[src/rtl/uart_rx_8n1.sv]
// uart_rx_8n1: 8N1 UART receiver with valid/ready byte output, framing-error pulse and sticky overrun.
// Define UART_RX_MAJORITY_EN to decide each bit by a 2-of-3 vote at HALF-1/HALF/HALF+1.
module uart_rx_8n1 #(
    parameter int CLKS_PER_BIT = 1250
) (
    input  logic       clk,
    input  logic       rst,
    input  logic       rx,
    output logic [7:0] rxbyte,
    output logic       rxvalid,
    input  logic       rxready,
    output logic       frame_err,
    output logic       overrun,
    output logic       busy
);
    localparam int HALF = CLKS_PER_BIT / 2;
    localparam int CW = $clog2(CLKS_PER_BIT);
`ifdef UART_RX_MAJORITY_EN
    localparam int SAMP = HALF + 1;
`else
    localparam int SAMP = HALF;
`endif
    localparam logic [CW-1:0] CNT_SAMP = CW'(SAMP);
    localparam logic [CW-1:0] CNT_LAST = CW'(CLKS_PER_BIT - 1);

    typedef enum logic [2:0] {IDLE, START, DATA, STOP, WAIT_IDLE} state_t;

    state_t        state_q, state_d;
    logic          sync1_q, sync2_q;
    logic [CW-1:0] cnt_q, cnt_d;
    logic [2:0]    idx_q, idx_d;
    logic [7:0]    shift_q, shift_d, rxbyte_q, rxbyte_d;
    logic          rxvalid_q, rxvalid_d, frame_err_q, frame_err_d, overrun_q, overrun_d;
    logic          rx_s, samp_now, wrap, bit_val, load;

    assign rx_s     = sync2_q;
    assign samp_now = cnt_q == CNT_SAMP;
    assign wrap     = cnt_q == CNT_LAST;

`ifdef UART_RX_MAJORITY_EN
    logic v0_q, v0_d, v1_q, v1_d;
    always_comb begin
        v0_d = (cnt_q == CW'(HALF - 1)) ? rx_s : v0_q;
        v1_d = (cnt_q == CW'(HALF)) ? rx_s : v1_q;
    end
    assign bit_val = (v0_q & v1_q) | (v0_q & rx_s) | (v1_q & rx_s);
    always_ff @(posedge clk) begin
        if (rst) begin
            v0_q <= 1'b1;
            v1_q <= 1'b1;
        end else begin
            v0_q <= v0_d;
            v1_q <= v1_d;
        end
    end
`else
    assign bit_val = rx_s;
`endif

    always_ff @(posedge clk) begin
        if (rst) begin
            state_q     <= IDLE;
            sync1_q     <= 1'b1;
            sync2_q     <= 1'b1;
            cnt_q       <= '0;
            idx_q       <= 3'd0;
            shift_q     <= 8'h00;
            rxbyte_q    <= 8'h00;
            rxvalid_q   <= 1'b0;
            frame_err_q <= 1'b0;
            overrun_q   <= 1'b0;
        end else begin
            state_q     <= state_d;
            sync1_q     <= rx;
            sync2_q     <= sync1_q;
            cnt_q       <= cnt_d;
            idx_q       <= idx_d;
            shift_q     <= shift_d;
            rxbyte_q    <= rxbyte_d;
            rxvalid_q   <= rxvalid_d;
            frame_err_q <= frame_err_d;
            overrun_q   <= overrun_d;
        end
    end

    // Stop bit returns to IDLE at mid-bit so a back-to-back start edge is not missed.
    always_comb begin
        state_d = state_q;
        case (state_q)
            IDLE:      state_d = rx_s ? IDLE : START;
            START:     state_d = (samp_now && bit_val) ? IDLE : (wrap ? DATA : START);
            DATA:      state_d = (wrap && idx_q == 3'd7) ? STOP : DATA;
            STOP:      state_d = samp_now ? (bit_val ? IDLE : WAIT_IDLE) : STOP;
            WAIT_IDLE: state_d = rx_s ? IDLE : WAIT_IDLE;
            default:   state_d = IDLE;
        endcase
    end

    always_comb begin
        load        = state_q == STOP && samp_now && bit_val;
        cnt_d       = (state_q == IDLE || state_q == WAIT_IDLE || wrap) ? '0 : cnt_q + CW'(1);
        idx_d       = state_q != DATA ? 3'd0 : (wrap ? idx_q + 3'd1 : idx_q);
        shift_d     = (state_q == DATA && samp_now) ? {bit_val, shift_q[7:1]} : shift_q;
        rxbyte_d    = load ? shift_q : rxbyte_q;
        rxvalid_d   = load | (rxvalid_q & ~rxready);
        overrun_d   = overrun_q | (load & rxvalid_q & ~rxready);
        frame_err_d = state_q == STOP && samp_now && !bit_val;
        busy        = state_q != IDLE;
    end

    assign rxbyte    = rxbyte_q;
    assign rxvalid   = rxvalid_q;
    assign frame_err = frame_err_q;
    assign overrun   = overrun_q;
endmodule

[config.mk]
export PLATFORM = sky130hd
export DESIGN_NAME = uart_rx_8n1
export DESIGN_NICKNAME = d
export VERILOG_FILES = /design/src/rtl/uart_rx_8n1.sv
export SDC_FILE = /design/constraint.sdc
export NUM_CORES = 1
export LEC_CHECK = 0
export BUFFER_PORTS_ARGS = -buffer_cell sky130_fd_sc_hd__clkbuf_2
export CAP_MARGIN = 10
export CORE_ASPECT_RATIO = 1.75
export CORE_MARGIN = 1
export CORE_UTILIZATION = 31
export CTS_CLUSTER_SIZE = 10
export DETAILED_ROUTE_END_ITERATION = 16
export GPL_TIMING_DRIVEN = 0
export MAX_ROUTING_LAYER = met4
export PLACE_DENSITY = 0.55
export SYNTH_ARGS = -nofsm -noshare
export SYNTH_HDL_FRONTEND = slang
export SYNTH_SLANG_ARGS = --single-unit
[constraint.sdc]
create_clock -name clk -period 2 [get_ports clk]
set_input_delay 0.6 -clock clk [delete_from_list [all_inputs] [get_ports clk]]
set_output_delay 0.6 -clock clk [all_outputs]
set_load 0.01 [all_outputs]
## After elaboration in Yosys (flattened, before gate mapping)

Index checks and enable logic that the tools add are counted.

- Register bits: 38
- Output and inout bits: 12

- Add/subtract/negate cells: 2
- Eq/ne operators: 8
- Mux-type cells: 7
- Bitwise logic cells: 6
- Reduce and logical (&&, ||, !) cells: 13

Operator list:

| cell | count |
|---|---|
| $pmux W3 S5 | 1 |
| $add A11 B1 Y11 const B | 1 |
| $eq A11 B10 Y1 const B | 1 |
| $eq A11 B11 Y1 const B | 1 |
| $eq A3 B2 Y1 const B | 2 |
| $eq A3 B3 Y1 const B | 2 |
| $logic_and A1 B1 Y1 | 6 |
| $mux W3 | 2 |
| $mux W2 | 2 |
| $reduce_or A2 Y1 | 2 |
| $add A3 B1 Y3 const B | 1 |
| $and A1 B1 Y1 | 3 |
| $eq A3 B1 Y1 const B | 1 |
| $logic_not A3 Y1 | 1 |
| $ne A3 B2 Y1 const B | 1 |
| $reduce_bool A3 Y1 | 1 |
| $logic_or A1 B1 Y1 | 2 |
| $mux W1 | 2 |
| $or A1 B1 Y1 | 2 |
| $logic_not A1 Y1 | 1 |
| $not A1 Y1 | 1 |

## Longest topological paths before layout

Gate-level depths: netlist of run 1.

- Depth after elaboration: 6
- Mapped depth: 8
- Depth with buffers taken out: 7

## Least setup slack after synthesis of run 1

No wires, ideal clock.

- Kind: register to register
- From: reg cnt_q[0]
- To: reg rxbyte_q[1] (netlist: rxbyte[1])
- Library setup time: 70 ps
- Arrival: 1836 ps
- Required time: 1930 ps
- Slack: 94 ps
- Stages on the path, launching flop included: 8
- Path buffers: 1
- Period minus slack after synthesis: 1906 ps
- Path through: dfxtp_1 -> ha_1 -> or4b_4 -> nor4_4 -> and3_1 -> buf_4 -> nand2_1 -> a21oi_1

- Cells in the longest elaborated chain, start to end: 3

Ends and longest elaborated chain:

| what | RTL line | source |
|---|---|---|
| start, declared | 30 | `logic [CW-1:0] cnt_q, cnt_d;` |
| start signal, assigned | 76 | `cnt_q <= cnt_d;` |
| $eq A11 B10 Y1 | 37 | `assign samp_now = cnt_q == CNT_SAMP;` |
| $logic_and A1 B1 Y1 (2 in series) | 100 | `load = state_q == STOP && samp_now && bit_val;` |
| end signal, assigned | 79 | `rxbyte_q <= rxbyte_d;` |
| end, declared | 32 | `logic [7:0] shift_q, shift_d, rxbyte_q, rxbyte_d;` |

No other way between the ends.
A chain may end at the register's enable or synchronous reset.

## Worst setup path in the final report of run 1

- From: reg cnt_q[0]
- To: reg rxbyte_q[7] (netlist: rxbyte[7])

The elaborated chain is that of the path after synthesis.

==> out/results.tsv, run 1 <==
stage	metric	value	unit
finish	final_common_cell	dfxtp_1	
synth	synth_mux_area_frac	0	
grt	grt_pass1_wl	4678	um
grt	grt_max_degree	13	
die	core_area	4707	um^2
clock_network	clk_latency	290	ps
die	core.rowCount	33	
routing	drtAntennaViolNets	0	
routing	wl_per_cell	11.25	um
routing	drtPass1Iterations	4	
synth	ys_ff_latch	38	
timing	hold_slack	407.9	ps
power_and_ir_drop	cellPowerDensity	855.3	nW/um^2
synth	synth_simple_gate_area_frac	0.2947	
synth	synth_top_area_frac	0.4963	
synth	synth_seq_area_share	0.4963	
synth	synth_top_family_by_area	simple AND/OR/NAND/NOR gates	
clock_network	cts_tree	built	
routing	dr_total_vias	1224	
critical_path	critPathMaxFanout	8	
outcome	status	finished, final reports clean	
grt	first_global_vias	1074	
timing	fin_skew	8.059	ps
critical_path	cp.arrival	2080	ps
critical_path	required	2220	ps
power_and_ir_drop	p_sw_frac	0.1797	
grt	antenna_found_initial	0	
synth	yosysWarnings	0	
critical_path	cp-end-kind	register	
timing	finalHoldViolations	0	
min_path	hp-class	reg2reg	
timing	fin_ws	146.1	ps
power_and_ir_drop	internal_power	1.301	mW
critical_path	startpoint	cnt_q[0]$_SDFF_PP0_	
critical_path	timing.reg2reg.worst_path_depth	8	
flow_run	maxCapViolations	0	
timing	max_freq	0.5394	GHz
power_and_ir_drop	clockPowerShare	0.502	
grt	grtUsageMet3	0.03828	
timing	tns	0	ps
synth	synth_fa_ha_area_frac	0.03265	
clock_network	cts_sinks	38	
grt	use_met2	0.2179	
critical_path	path_class	reg2reg	
clock_network	numCtsBuffers	5	
timing	slew_violations	0	
die	dieArea	5241	um^2
routing	first_iter_violations	17	
synth	synthXorXnorAreaFrac	0.05714	
min_path	min_from	sync1_q$_SDFF_PP1_	
routing	drc_errors	0	
clock_network	cts.clk_slew.worst_paths	70	ps
min_path	whs_path_depth	1	
grt	grt_use_total	0.1285	
synth	synth_fp_nets	186	
finish	syn2layout_area_growth	20.98	%
routing	viasPerCell	4.838	
timing	setup_viol	0	
power_and_ir_drop	power.share.sequential	0.480	
routing	routed_wl	2846	um
power_and_ir_drop	vdd_drop_max	0.7318	mV
placed_design	io_buffers	14	
critical_path	timing.rr.start	cnt_q[0]$_SDFF_PP0_	
finish	num-nets-final	208	
power_and_ir_drop	power.leakage	0.6374	nW
synth	synth_cell_types	31	
die	die_x	55.16	um
clock_network	htree_levels	2	
synth	syn_inst	178	
clock_network	cts_buffer_depth	2	
timing	worstMarginPinSlew	478.1	ps
power_and_ir_drop	p_total	1.586	mW
synth	synth_area_leaders	dfxtp_1 50%, nand2_1 8.8%, a21oi_1 6.9%, nor2_1 4.2%, nand3_1 3.9%	
synth	synth_compound_area_frac	0.09143	
grt	grt_use_met1	0.1249	
clock_network	root_buffer	clkbuf_8	
synth	synth_area	1533	um^2
timing	min_period_over_period	0.9270	
power_and_ir_drop	switching_power	0.2850	mW
timing	max_slew_margin	0.6813	
die	die_h	95.02	um
finish	drive_gt1_frac	0.1940	
placed_design	post-place-ws	-164.7	ps
critical_path	setup.worst_path.start_class	register	
grt	grt_overflow_total	0	
synth	synth.largest_area_cell	dfxtp_1	
die	io_pins	16	
timing	fin_crit	1854	ps
die	start_util	0.3256	
clock_network	postCtsHoldBufs	0	
finish	antenna_cells	0	
synth	synth_area_per_cell	8.611	um^2
grt	grt.busiest_layer	met2	
finish	layout_common_cells	36 x dfxtp_1, 35 x nand2_1, 21 x a21oi_1, 17 x nor2_1, 14 x clkbuf_2	
power_and_ir_drop	combPwrFrac	0.018	
placed_design	gp_congestion	0.7636	
placed_design	hpwlAfterDp	2096	um
==> flip-flops by register name, summed over array words and instances, names as in the netlist <==
signal	count
shift_q	8
cnt_q	11
overrun	1
state_q	3
idx_q	3
sync1_q	1
rxvalid	1
rxbyte	8
frame_err	1
bit_val	1
==> power groups by stage <==
stage / logic (mW) / clock network, mW / registers [mW]
after floorplan: 0.0195 / 0 / 0.780
after global placement: 0.0282 / 0 / 0.780
after detailed placement: 0.0285 / 0 / 0.780
after CTS: 0.0291 / 0.819 / 0.763
after global routing: 0.0313 / 0.843 / 0.762
final: 0.0281 / 0.796 / 0.762
==> synth_stat cells <==
master	n
xor2_1	4
nand2b_1	4
nand4_1	1
inv_1	1
a211oi_1	1
buf_4	2
nand3_2	1
xnor2_1	6
ha_1	4
o21ai_0	1
a31oi_1	2
nor2b_1	1
and3b_1	1
buf_2	1
or4b_4	1
and3_1	2
and4_1	1
nor2_1	17
nand2_1	36
a21oi_1	21
nor4_1	2
and2_1	1
nor3_1	3
dfxtp_1	38
or3_1	2
nor3b_1	2
nand3_1	12
nor4_4	1
or2_2	3
o21ba_1	1
clkbuf_1	5
==> per-stage QoR <==
step                      utilization  cells  cell area [um^2]
after floorplan                     -    178              1533
after global placement         0.3543    244              1668
after detailed placement       0.3543    244              1668
after CTS                      0.3886    253              1829
after global routing           0.3939    253              1854
final                          0.3939    253              1854
==> critical path, cell delays in order (launching register included) <==
cell	delay, ps
dfxtp_4	370
ha_1	130
or4b_4	500
nor4_4	160
buf_6	160
and3_4	180
buf_6	120
nand2_1	60
a21oi_1	120
==> repair_timing <==
action / CTS / global route
gates resized for setup: 3 / 8
setup buffers: 1 / 0
setup endpoints to repair: 31 / 30
pin swaps: 1 / 2
==> cell families after synthesis <==
family / after synthesis
XOR/XNOR: 10
AND/OR/NAND/NOR: 91
adder cells (fa/ha/maj): 4
AO/OA/AOI/OAI: 26
buffers and inverters: 9
flip-flops: 38
==> layer usage <==
layer  part of all wire  wire [um]
met3              0.028         81
met1               0.42       1195
met2               0.53       1502
met5                  0          0
met4              0.024         67
==> final timing paths <==
path / to / slack, ps
max: rxbyte[7]$_SDFFE_PP0P_ / 150
min: bit_val$_SDFF_PP1_ / 410
max reg2reg: rxbyte[7]$_SDFFE_PP0P_ / 150
min reg2reg: bit_val$_SDFF_PP1_ / 410
==> cell type report <==
class	count	area, um^2
Buffer	8	42.54
Clock buffer	6	82.58
Clock inverter	2	60.06
Fill cell	535	2853
Inverter	1	3.754
Multi-Input combinational cell	131	753.2
Sequential cell	38	765.7
Tap cell	52	65.06
Timing Repair Buffer	15	81.33
No activity file was read; power rests on OpenSTA's default activity.
==> run 2: changes to the inputs <==
ABC_AREA = 1   (was unset)
PLACE_DENSITY = unset   (was 0.55)
PLACE_DENSITY_LB_ADDON = 0.25   (was unset)
==> run 2 against run 1 <==
Net effect: the flow now finishes with violations (DRC); clock power is 33% lower; critical endpoint is now busy; count of clock-buffer cells in the layout is 1 higher; setup slack better by 140 ps; synthesized cell count is 31% higher; critical path type is now reg2out; core utilization is 3.0 points lower; die area is 8.4% higher; fmax is 8.4% higher; worst hold slack worse by 2.0 ps; sequential share of layout area is 1.2 points lower; total power is 17% lower.
==> out/results.tsv, run 2 <==
stage	metric	value	unit
routing	viasPerCell	4.550	
synth	synth_seq_area_share	0.4568	
routing	drc_errors	4	
finish	drive_gt1_frac	0.1445	
finish	largest_reg_flops	11	
synth	yosysWarnings	0	
outcome	status	finished with violations	
synth	synth_most_common_cell	nand2_1	
routing	dr_total_vias	1415	
synth	synth.largest_area_cell	dfxtp_1	
placed_design	io_buffers	14	
clock_network	postCtsHoldBufs	0	
min_path	min_from	sync1_q$_SDFF_PP1_	
critical_path	critPathTopFamily	flip-flops	
finish	design_area	1896	um^2
routing	drtPass1Iterations	10	
critical_path	critPathMaxStageDelay	340	ps
finish	final_common_cell	nand2_1	
critical_path	required	1400	ps
power_and_ir_drop	internal_power	1.046	mW
routing	drtAntennaViolNets	0	
placed_design	place_inst	303	
critical_path	cp_cell_sequence	nor2_1 -> nand2_1 -> clkbuf_2	
timing	max_slew_margin	0.6712	
power_and_ir_drop	p_sw_frac	0.2098	
grt	grt_overflow_total	0	
finish	top_register	cnt_q	
timing	fin_skew	5.351	ps
routing	routed_wl	3241	um
synth	synth_area	1665	um^2
finish	syn2layout_area_growth	13.82	%
power_and_ir_drop	cellPowerDensity	698.5	nW/um^2
power_and_ir_drop	vdd_drop_max	0.2964	mV
power_and_ir_drop	power.share.sequential	0.576	
synth	ys_async_sr_fraction	0	
synth	synth_cell_types	24	
finish	fin_util	0.3637	
synth	ys_ff_latch	38	
synth	synth_top_area_frac	0.4568	
synth	synth_area_leaders	dfxtp_1 46%, nand2_1 11%, nor2_1 9.0%, nand3_1 6.6%, inv_1 5.9%	
grt	grt_pass1_wl	5644	um
power_and_ir_drop	switching_power	0.2778	mW
timing	fin_crit	1710	ps
clock_network	root_buffer	clkbuf_8	
critical_path	timing.reg2reg.worst_path_depth	8	
critical_path	critPathMaxFanout	4	
clock_network	cts_tree	built	
timing	worstMarginPinSlew	489.5	ps
die	start_util	0.3196	
synth	synth_ff_type	dfxtp_1	
critical_path	setup.worst_path.start_class	register	
synth	synth_edf_count	0	
die	dieArea	5681	um^2
grt	antenna_found_initial	0	
routing	first_iter_violations	43	
die	die_h	98.96	um
finish	num-nets-final	263	
timing	max_freq	0.5849	GHz
power_and_ir_drop	clockPowerShare	0.403	
clock_network	cts_setup_buffers	0	
grt	grt_use_total	0.1287	
placed_design	post_dp_cell_area	1804	um^2
die	io_pins	16	
critical_path	startpoint	state_q[1]$_SDFF_PP0_	
critical_path	cp.depth	3	
die	core.rowCount	35	
finish	final_cell_count_no_fill	311	
clock_network	clk_latency	280	ps
finish	layout_common_cells	51 x nand2_1, 40 x nor2_1, 38 x dfxtp_1, 26 x inv_1, 22 x nand3_1	
finish	antenna_cells	0	
power_and_ir_drop	power.leakage	0.7920	nW
clock_network	htree_levels	2	
timing	hold_slack	405.9	ps
die	core_area	5211	um^2
timing	rsz0062_at_grt	false	
critical_path	crit_path_top_delay_cell	dfxtp_1	
synth	syn_inst	234	
clock_network	numCtsBuffers	5	
synth	synth_area_per_cell	7.117	um^2
grt	grt_max_degree	12	
synth	synthTopCellsByCount	51 x nand2_1, 40 x nor2_1, 38 x dfxtp_1, 26 x inv_1, 22 x nand3_1	
clock_network	cts.clk_slew.worst_paths	70	ps
critical_path	cp-end-kind	primary output	
min_path	whs_path_depth	1	
timing	finalHoldViolations	0	
timing	tns	0	ps
die	die_x	57.41	um
timing	min_period_over_period	0.8548	
flow_run	maxCapViolations	0	
placed_design	gp_congestion	0.7657	
timing	slew_violations	0	
critical_path	cp.arrival	1110	ps
timing	setup_viol	0	
critical_path	worst-r2r-setup-slack	420	ps
min_path	hp-class	reg2reg	
critical_path	path_class	reg2out	
clock_network	cts_sinks	38	
clock_network	cts_buffer_depth	2	
critical_path	worst-path-buf-inv	1	
clock_network	ctsResizeCount	0	
grt	first_global_vias	1315	
outcome	violations	DRC	
placed_design	hpwlAfterDp	2498	um
routing	wl_per_cell	10.42	um
synth	synth_fp_nets	242	
power_and_ir_drop	combPwrFrac	0.021	
critical_path	timing.rr.start	cnt_q[0]$_SDFF_PP0_	
==> run 2: cells by family after synthesis <==
kind of cell | count (synthesis) | share of synthesized area
simple gates | 131 | 0.3456
flops | 38 | 0.4568
buf+inv | 36 | 0.08865
compound gates | 24 | 0.07363
fa+ha+maj | 4 | 0.03005
xor+xnor | 1 | 0.005260
==> run 2: power by group through the flow <==
stage / Clock, mW / Combinational [mW] / Sequential, mW
6_report: 0.533 / 0.0275 / 0.763
5_1_grt: 0.574 / 0.0323 / 0.763
4_1_cts: 0.549 / 0.0288 / 0.763
3_5_place_dp: 0 / 0.0288 / 0.781
3_3_place_gp: 0 / 0.0285 / 0.781
2_1_floorplan: 0 / 0.0194 / 0.780
==> run 2: final timing paths <==
check | to
worst max-delay path | busy
worst min-delay path | bit_val$_SDFF_PP1_
worst max register to register | state_q[0]$_SDFF_PP0_
worst min register to register | bit_val$_SDFF_PP1_
==> run 2: layer usage <==
metal  vias up  share of wire  GRT usage
met4         0          0.018    0.04503
met1       621           0.40     0.1129
met5         -              0          -
li1        777              -          -
met3         5          0.023    0.02756
met2        12           0.56     0.2549
==> run 2: layout make-up <==
cell class                      instances  area (um^2)
Fill cell                             559         3316
Tap cell                               55        68.82
Timing Repair Buffer                   14        70.07
Clock inverter                          1        5.005
Clock buffer                            7        86.33
Inverter                               31        116.4
Multi-Input combinational cell        160        757.0
Buffer                                  5        31.28
Sequential cell                        38        760.7
==> run 2: per-stage QoR <==
stage / worst slack, ps / total power, mW
2_1_floorplan: 661.0 / 0.7991
3_3_place_gp: 388.0 / 0.8093
3_5_place_dp: 372.6 / 0.8096
4_1_cts: 291.3 / 1.341
5_1_grt: 194.0 / 1.370
6_report: 290.3 / 1.324
